[src/rtl/cfg_loader.sv]
// cfg_loader: power-up configuration image loader.
// Reads NUM_PAGES 8-byte EEPROM pages with per-page timeout and retry.
module cfg_loader #(
  parameter int          NUM_PAGES    = 2,
  parameter logic [7:0]  BASE_ADDR    = 8'h00,
  parameter logic [31:0] WAIT_CNT_MAX = 32'd10000000,
  parameter logic [31:0] TIMEOUT_CNT  = 32'd400000,
  parameter int          MAX_RETRIES  = 3
) (
  input  logic                    clk,
  input  logic                    reset,
  input  logic                    i_reload,
  output logic                    o_eep_start,
  output logic [7:0]              o_eep_page_addr,
  input  logic                    i_eep_busy,
  input  logic                    i_eep_done,
  input  logic [63:0]             i_eep_page_data,
  output logic [64*NUM_PAGES-1:0] o_cfg_data,
  output logic [7:0]              o_node_id,
  output logic                    o_cfg_valid,
  output logic                    o_cfg_error,
  output logic                    o_loading
);

  localparam int         DW        = 64 * NUM_PAGES;
  localparam logic [3:0] LAST_IDX  = 4'(NUM_PAGES - 1);
  localparam logic [7:0] RETRY_MAX = 8'(MAX_RETRIES);

  typedef enum logic [2:0] {
    S_INIT_WAIT,
    S_ISSUE,
    S_WAIT_DONE,
    S_NEXT,
    S_DONE,
    S_FAIL
  } state_t;

  state_t      state;
  state_t      state_n;
  logic [31:0] wait_cnt;
  logic [31:0] wait_cnt_n;
  logic [31:0] tmo_cnt;
  logic [31:0] tmo_cnt_n;
  logic [3:0]  idx;
  logic [3:0]  idx_n;
  logic [7:0]  retries;
  logic [7:0]  retries_n;
  logic        start_n;
  logic [7:0]  addr_n;
  logic [DW-1:0] data_n;
  logic [7:0]  node_n;
  logic        valid_n;
  logic        error_n;
  logic        loading_n;

  // Next-state, counters and next value of every registered output.
  always_comb begin
    state_n    = state;
    wait_cnt_n = wait_cnt;
    tmo_cnt_n  = tmo_cnt;
    idx_n      = idx;
    retries_n  = retries;
    start_n    = 1'b0;
    addr_n     = o_eep_page_addr;
    data_n     = o_cfg_data;
    node_n     = o_node_id;

    case (state)
      S_INIT_WAIT: begin
        idx_n     = '0;
        retries_n = '0;
        if (wait_cnt == WAIT_CNT_MAX) begin
          state_n = S_ISSUE;
        end else begin
          wait_cnt_n = wait_cnt + 32'd1;
        end
      end

      S_ISSUE: begin
        if (!i_eep_busy) begin
          start_n   = 1'b1;
          addr_n    = BASE_ADDR + {1'b0, idx, 3'b000};
          tmo_cnt_n = '0;
          state_n   = S_WAIT_DONE;
        end
      end

      S_WAIT_DONE: begin
        tmo_cnt_n = tmo_cnt + 32'd1;
        // A completion in the expiry cycle still counts as success.
        if (i_eep_done) begin
          for (int k = 0; k < NUM_PAGES; k++) begin
            if (idx == 4'(k)) begin
              data_n[64*k +: 64] = i_eep_page_data;
            end
          end
          state_n = S_NEXT;
        end else if (tmo_cnt_n == TIMEOUT_CNT) begin
          retries_n = retries + 8'd1;
          if (retries_n == RETRY_MAX) begin
            state_n = S_FAIL;
          end else begin
            state_n = S_ISSUE;
          end
        end
      end

      S_NEXT: begin
        if (idx == LAST_IDX) begin
          node_n  = o_cfg_data[7:0];
          state_n = S_DONE;
        end else begin
          idx_n     = idx + 4'd1;
          retries_n = '0;
          state_n   = S_ISSUE;
        end
      end

      S_DONE, S_FAIL: begin
        if (i_reload) begin
          idx_n     = '0;
          retries_n = '0;
          state_n   = S_ISSUE;
        end
      end

      default: begin
        state_n = S_INIT_WAIT;
      end
    endcase

    valid_n   = (state_n == S_DONE);
    error_n   = (state_n == S_FAIL);
    loading_n = (state_n == S_ISSUE) ||
                (state_n == S_WAIT_DONE) ||
                (state_n == S_NEXT);
  end

  // State, counters and outputs; reset wins over everything.
  always_ff @(posedge clk) begin
    if (reset) begin
      state           <= S_INIT_WAIT;
      wait_cnt        <= '0;
      tmo_cnt         <= '0;
      idx             <= '0;
      retries         <= '0;
      o_eep_start     <= 1'b0;
      o_eep_page_addr <= '0;
      o_cfg_data      <= '0;
      o_node_id       <= '0;
      o_cfg_valid     <= 1'b0;
      o_cfg_error     <= 1'b0;
      o_loading       <= 1'b0;
    end else begin
      state           <= state_n;
      wait_cnt        <= wait_cnt_n;
      tmo_cnt         <= tmo_cnt_n;
      idx             <= idx_n;
      retries         <= retries_n;
      o_eep_start     <= start_n;
      o_eep_page_addr <= addr_n;
      o_cfg_data      <= data_n;
      o_node_id       <= node_n;
      o_cfg_valid     <= valid_n;
      o_cfg_error     <= error_n;
      o_loading       <= loading_n;
    end
  end

endmodule

[config.mk]
export PLATFORM = sky130hd
export DESIGN_NAME = cfg_loader
export DESIGN_NICKNAME = d
export VERILOG_FILES = /design/src/rtl/cfg_loader.sv
export SDC_FILE = /design/constraint.sdc
export NUM_CORES = 1
export LEC_CHECK = 0
export CORE_MARGIN = 3
export CORE_UTILIZATION = 60
export DETAILED_ROUTE_END_ITERATION = 7
export DONT_BUFFER_PORTS = 1
export PLACE_DENSITY = 0.76
export SETUP_SLACK_MARGIN = 0.5
export SKIP_CTS_REPAIR_TIMING = 1
export SLEW_MARGIN = 0
export SYNTH_ARGS = -nofsm -noshare
export SYNTH_HDL_FRONTEND = slang
export SYNTH_SLANG_ARGS = --single-unit
[constraint.sdc]
create_clock -name clk -period 4.47 [get_ports clk]
set_clock_uncertainty 0.15 [all_clocks]
set_input_delay 1.1175 -clock clk [delete_from_list [all_inputs] [get_ports clk]]
set_output_delay 1.1175 -clock clk [all_outputs]
set_load 0.01 [all_outputs]
==> results of run 1 <==
## power groups by stage
stage / Combinational (W) / Sequential, W / Clock [W]
2_1_floorplan: 0.0000419 / 0.00204 / 0
3_3_place_gp: 0.0000137 / 0.00204 / 0
3_5_place_dp: 0.0000139 / 0.00204 / 0
4_1_cts: 0.0000139 / 0.00199 / 0.00194
5_1_grt: 0.0000163 / 0.00199 / 0.00201
6_report: 0.0000140 / 0.00199 / 0.00191
## tightest hold or removal path: stages, from the launching register on
cell and delay (ns):
dfxtp_1 0.33, nand2_1 0.06, a21oi_1 0.05
## flip-flops by register name, summed over array words and instances (netlist names), 3 cells and up
register,flops
o_eep_page_addr,4
o_node_id,8
tmo_cnt,32
state,3
idx,4
o_cfg_data,128
retries,8
wait_cnt,32
## layout by cell type (no fill, tap or decap), drive strengths merged, types with 7 or more instances in the layout
cell    synthesis  layout
and3           20      20
a21oi         176     176
clkbuf         69      35
nand4          23      23
nand2         303     303
nor4           12      12
buf            20      13
or3            14      14
ha              8       8
nor2          102     102
nand3          41      41
nor3           21      21
or4            14      14
xor2           28      28
nor4b           7       7
inv            13      14
nor2b           7       7
dfxtp         223     223
a211oi          7       7
a31oi          13      13
o21ai          31      31
xnor2           9       9
mux2i          15      15
## kinds of logic (layout without fill, tap and decap cells)
logic type	count (synthesis)	in the layout	share of synthesized area, %
adder cells (fa/ha/maj)	8	8	1.04
AO/OA/AOI/OAI	258	258	15.0
multiplexers	15	15	1.56
AND/OR/NAND/NOR	589	589	28.3
buffers and inverters	102	67	4.28
flip-flops	223	223	46.4
other	1	4	0.0390
XOR/XNOR	37	37	3.37
## metrics by stage
step	hold slack, ns	area (µm²)	total power (W)
5_1_grt	0.364	10400	0.00402
3_5_place_dp	0.333	9660	0.00205
2_1_floorplan	0.316	9640	0.00208
4_1_cts	0.343	10400	0.00395
3_3_place_gp	0.330	9660	0.00205
6_report	0.344	10400	0.00392
## final timing paths
kind                             startpoint          end
worst max-delay path             tmo_cnt[0]  o_cfg_error
worst min-delay path            wait_cnt[1]  wait_cnt[1]
worst max register to register   tmo_cnt[0]  o_cfg_error
worst min register to register  wait_cnt[1]  wait_cnt[1]
## cells in the mapped netlist (3+ instances only)
cell type,number,area [µm²]
nor4_1,12,75.1
nand4b_1,4,35.0
and3_1,19,119
a22oi_1,4,30.0
dfxtp_1,223,4460
nor3_1,21,105
nor2_1,102,383
buf_4,4,30.0
a211o_1,5,43.8
o211ai_1,4,30.0
nor2b_1,7,43.8
buf_2,5,25.0
nand3_1,40,200
or4_1,12,90.1
and2_1,4,25.0
or3_1,13,81.3
buf_1,10,37.5
xnor2_1,9,78.8
nand3b_1,3,22.5
inv_1,13,48.8
nor4bb_1,3,30.0
nand2_1,303,1140
clkbuf_1,69,259
and4_1,5,43.8
mux2i_1,15,150
nand4_1,23,144
a21oi_1,176,881
a211oi_1,7,52.6
o21ai_0,30,150
ha_1,8,100
xor2_1,28,245
a31oi_1,13,81.3
nor4b_1,5,43.8
## cell type report
type,instances,area [µm²]
fillers,1329,5000
multi-input cells,911,4790
flip-flops and latches,223,4460
clock buffers,35,671
well taps,211,264
repair buffers,13,97.6
clock inverters,6,87.6
inverters,13,48.8
## layer usage
layer	up-vias	track usage (%)	part of all wire [%]
li1	4138	-	-
met1	3879	33.4	41
met2	327	42.3	47
met3	55	7.57	8.7
met4	0	7.68	2.9
met5	-	0	0
==> flow_metrics.env, run 1 <==
export IMPL_clk_transition_reported_paths_ns=0.06
export IMPL_grt_usage_pct=25.9
export IMPL_dieWidth_um=133
export IMPL_row_count=45
export IMPL_critPathLaunchType="register"
export IMPL_ys_ff_latch=223
export IMPL_internal_power_w=0.00315
export IMPL_cts_sinks=223
export IMPL_core_area_um2=15400
export IMPL_wl_um=24300
export IMPL_clk_latency_ns=0.51
export IMPL_holdPathStages=2
export IMPL_max_cap_violations=0
export IMPL_yosys_warnings=0
export IMPL_fin_tns_setup_ns=0
export IMPL_final_cells=1412
export IMPL_p_leak_nw=3.55
export IMPL_drv_slew=0
export IMPL_ant_nets=0
export IMPL_worstMarginPinSlew_ns=1.19
export IMPL_reg2reg_slack_ns=0.87
export IMPL_fmax_mhz=278
export IMPL_synth_distinct_cells=63
export IMPL_ir_drop_mv=0.427
export IMPL_p_sw_w=0.000774
export IMPL_path_common_cell="nand3_1"
export IMPL_gp_congestion=0.887
export IMPL_final_layout_size_suffix_gt1_share_pct=5.50
export IMPL_cpPeakStageDelay_ns=0.59
export IMPL_dpl_cell_count=1371
export IMPL_initial_core_util_pct=62.4
export IMPL_powerDensity_nw_per_um2=376
export IMPL_dpl_hpwl_um=16000
export IMPL_end_kind="register"
export IMPL_rsz0062_at_grt="false"
export IMPL_grt_pass1_wl_um=38800
export IMPL_avgViaCountPerCell=5.95
export IMPL_worstSetupPathType="reg -> reg"
export IMPL_seq_power_share_pct=50.8
export IMPL_slowest_stage="or4_1"
export IMPL_syn_area_um2=9630
export IMPL_cts_root_buf="clkbuf_16"
export IMPL_final_core_util_pct=67.6
export IMPL_path_buf_inv=0
export IMPL_htree_levels=1
export IMPL_synthFlopType="dfxtp_1"
export IMPL_drcViolationCount=0
export IMPL_vias=8399
export IMPL_worstPathArrival_ns=3.87
export IMPL_crit_required_ns=4.74
export IMPL_min_path_type="reg -> reg"
export IMPL_post_route_period_util_pct=80.6
export IMPL_setup_viol=0
export IMPL_io_buffers=0
export IMPL_drt_iter0_markers=676
export IMPL_die_area_um2=17600
export IMPL_p_comb_share_pct=0.4
export IMPL_fin_ws_ns=0.868
export IMPL_diodes=0
export IMPL_drt_pass1_iterations=6
export IMPL_finalHoldViolations=0
export IMPL_cts_buffers_inserted=23
export IMPL_min_period_ns=3.60
export IMPL_syn_area_per_cell_um2=7.81
export IMPL_seq_area_frac_synth_pct=46.4
export IMPL_area_growth_pct=8.32
export IMPL_status="complete, no violations"
export IMPL_p_sw_share_pct=19.7
export IMPL_grt_ovfl_total=0
export IMPL_synthArstFlopShare_pct=0
export IMPL_pin_count=217
export IMPL_slew_headroom_pct=18.9
export IMPL_synth_edff_count=0
export IMPL_wire_per_inst_um=17.2
export IMPL_antenna_found_initial=0
export IMPL_layout_nets=1262
export IMPL_synthesis_instances=1233
export IMPL_crit_chain="ha_1, nand3_1, or3_1, nor4b_4, mux2i_1, or4_1, nor4b_2, nand3_1, a221oi_2"
export IMPL_pwr_share_clk_pct=48.8
export IMPL_grt_max_degree=222
export IMPL_first_global_vias=7607
export IMPL_cts_tree="built"
export IMPL_preCtsSetupSlack_ns=0.841
export IMPL_path_max_fanout=8
export IMPL_die_h_um=133
export IMPL_crit_cells=9
export IMPL_clockBufferDepth=3
export IMPL_crit_family="simple AND/OR/NAND/NOR gates"
export IMPL_rr_worst_depth=9
Note: power is estimated with default switching activity, not from simulation.
==> run 2, diff against run 1 <==
--- a/config.mk
+++ b/config.mk
@@ -6,10 +6,10 @@
 export NUM_CORES = 1
 export LEC_CHECK = 0
 export CORE_MARGIN = 3
-export CORE_UTILIZATION = 60
+export CORE_UTILIZATION = 57
 export DETAILED_ROUTE_END_ITERATION = 7
 export DONT_BUFFER_PORTS = 1
-export PLACE_DENSITY = 0.76
+export PLACE_DENSITY = 0.75
 export SETUP_SLACK_MARGIN = 0.5
 export SKIP_CTS_REPAIR_TIMING = 1
 export SLEW_MARGIN = 0
==> constraint.sdc (replaced) <==
create_clock -name clk -period 3.3 [get_ports clk]
set_clock_uncertainty 0.15 [all_clocks]
set_input_delay 0.825 -clock clk [delete_from_list [all_inputs] [get_ports clk]]
set_output_delay 0.825 -clock clk [all_outputs]
set_load 0.01 [all_outputs]
==> flow_metrics.env, run 2 (same netlist as run 1, synthesis figures left out) <==
export IMPL_status="complete, no violations"
export IMPL_grt_pass1_wl_um=39400
export IMPL_cpPeakStageDelay_ns=0.57
export IMPL_crit_required_ns=3.57
export IMPL_gp_congestion=0.920
export IMPL_nFillCells=1366
export IMPL_die_h_um=136
export IMPL_grt_max_degree=222
export IMPL_min_period_ns=3.16
export IMPL_end_kind="register"
export IMPL_dpl_hpwl_um=16100
export IMPL_worstSetupPathType="reg -> reg"
export IMPL_htree_levels=1
export IMPL_p_leak_nw=3.68
export IMPL_layout_common_cells="302 x nand2_1, 215 x dfxtp_1, 175 x a21oi_1"
export IMPL_crit_family="simple AND/OR/NAND/NOR gates"
export IMPL_initial_core_util_pct=59.3
export IMPL_power_w=0.00542
export IMPL_clk_latency_ns=0.51
export IMPL_vias=8402
export IMPL_drv_slew=0
export IMPL_wl_um=24600
export IMPL_first_global_vias=7926
export IMPL_crit_chain="nand4_1, or3_4, or4_4, or4_4, o22ai_4, nand4b_4, or3_1, a221oi_2"
export IMPL_slowest_stage="or4_4"
export IMPL_reg_top3="o_cfg_data x128, tmo_cnt x32, wait_cnt x32"
export IMPL_dieWidth_um=136
export IMPL_final_common_cell="nand2_1"
export IMPL_grt_ovfl_total=0
export IMPL_row_count=46
export IMPL_worstPathArrival_ns=3.42
export IMPL_die_area_um2=18500
export IMPL_clk_transition_reported_paths_ns=0.06
export IMPL_rsz0062_at_grt="true"
export IMPL_drt_iter0_markers=636
export IMPL_slew_headroom_pct=59.5
export IMPL_layout_nets=1278
export IMPL_path_max_fanout=8
export IMPL_pin_count=217
export IMPL_largest_reg_flops=128
export IMPL_post_route_period_util_pct=95.6
export IMPL_io_buffers=0
export IMPL_path_common_cell="or4_4"
export IMPL_min_path_type="in -> reg"
export IMPL_drcViolationCount=0
export IMPL_fmax_mhz=317
export IMPL_cts_sinks=223
export IMPL_max_cap_violations=0
export IMPL_area_growth_pct=11.8
export IMPL_powerDensity_nw_per_um2=504
export IMPL_setup_viol=0
export IMPL_path_buf_inv=0
export IMPL_final_layout_size_suffix_gt1_share_pct=9.03
export IMPL_core_area_um2=16200
export IMPL_finalHoldViolations=0
export IMPL_cts_buffers_inserted=24
export IMPL_grt_usage_pct=25.5
export IMPL_fin_tns_setup_ns=0
export IMPL_wire_per_inst_um=17.2
export IMPL_drt_pass1_iterations=5
export IMPL_cts_root_buf="clkbuf_16"
export IMPL_worstMarginPinSlew_ns=0.608
export IMPL_critPathLaunchType="register"
export IMPL_diodes=0
export IMPL_ir_drop_mv=0.509
export IMPL_clockBufferDepth=3
export IMPL_ant_nets=0
export IMPL_avgViaCountPerCell=5.86
export IMPL_antenna_found_initial=0
export IMPL_cts_tree="built"
export IMPL_registers_top_by_ff_count="o_cfg_data"
==> run 2: changes by cell type in the layout (fill, tap and decap cells not counted), moves of 3 or more <==
cell | previous run | this run
buf_12 | 0 | 3
buf_4 | 13 | 24
clkbuf_1 | 7 | 4
clkinvlp_4 | 0 | 3
dfxtp_1 | 223 | 215
dfxtp_2 | 0 | 5
dfxtp_4 | 0 | 3
nor3_1 | 20 | 17
==> run 2: area by class of cell <==
class                      instances  area [µm²]  share of cell area [%]
clock buffer                      32         682                    6.33
sequential                       223        4480                    41.6
clock inverter                    11         123                    1.14
multi-input combinational        911        4910                    45.6
inverter                          13        48.8                   0.453
tap                              216         270                    2.51
timing repair buffer              28         251                    2.34
==> run 2: report_power, final <==
| group | switching, W | internal, W |
|---|---|---|
| registers | 0.00000392 | 0.00269 |
| clock network | 0.00109 | 0.00162 |
| logic | 0.0000116 | 0.00000824 |
==> run 2: per-stage QoR <==
stage	util [%]	std cells	hold slack [ns]	worst slack, ns	area (µm²)
finish	66.3	1434	0.247	0.144	10800
global route	66.3	1434	0.225	0.0617	10800
CTS	65.5	1430	0.233	0.0683	10600
detailed placement	60.5	1387	0.338	0.0957	9820
global placement	60.5	1387	0.329	0.202	9820
floorplan	-	1236	0.316	0.288	9690
==> run 2: metal layers <==
metal | share of wire [%] | track usage (%)
met1 | 41 | 32.6
met2 | 47 | 42.2
met3 | 9.0 | 7.48
met4 | 2.5 | 7.05
met5 | 0 | 0
==> run 2: path summary, 6_finish.rpt <==
check,from,cells after the start,endpoint,slack (ns)
hold / removal,reset,1,o_cfg_data[88],0.25
setup reg to reg,tmo_cnt[0],8,o_cfg_error,0.14
setup / recovery,tmo_cnt[0],8,o_cfg_error,0.14
hold reg to reg,wait_cnt[1],2,wait_cnt[1],0.35
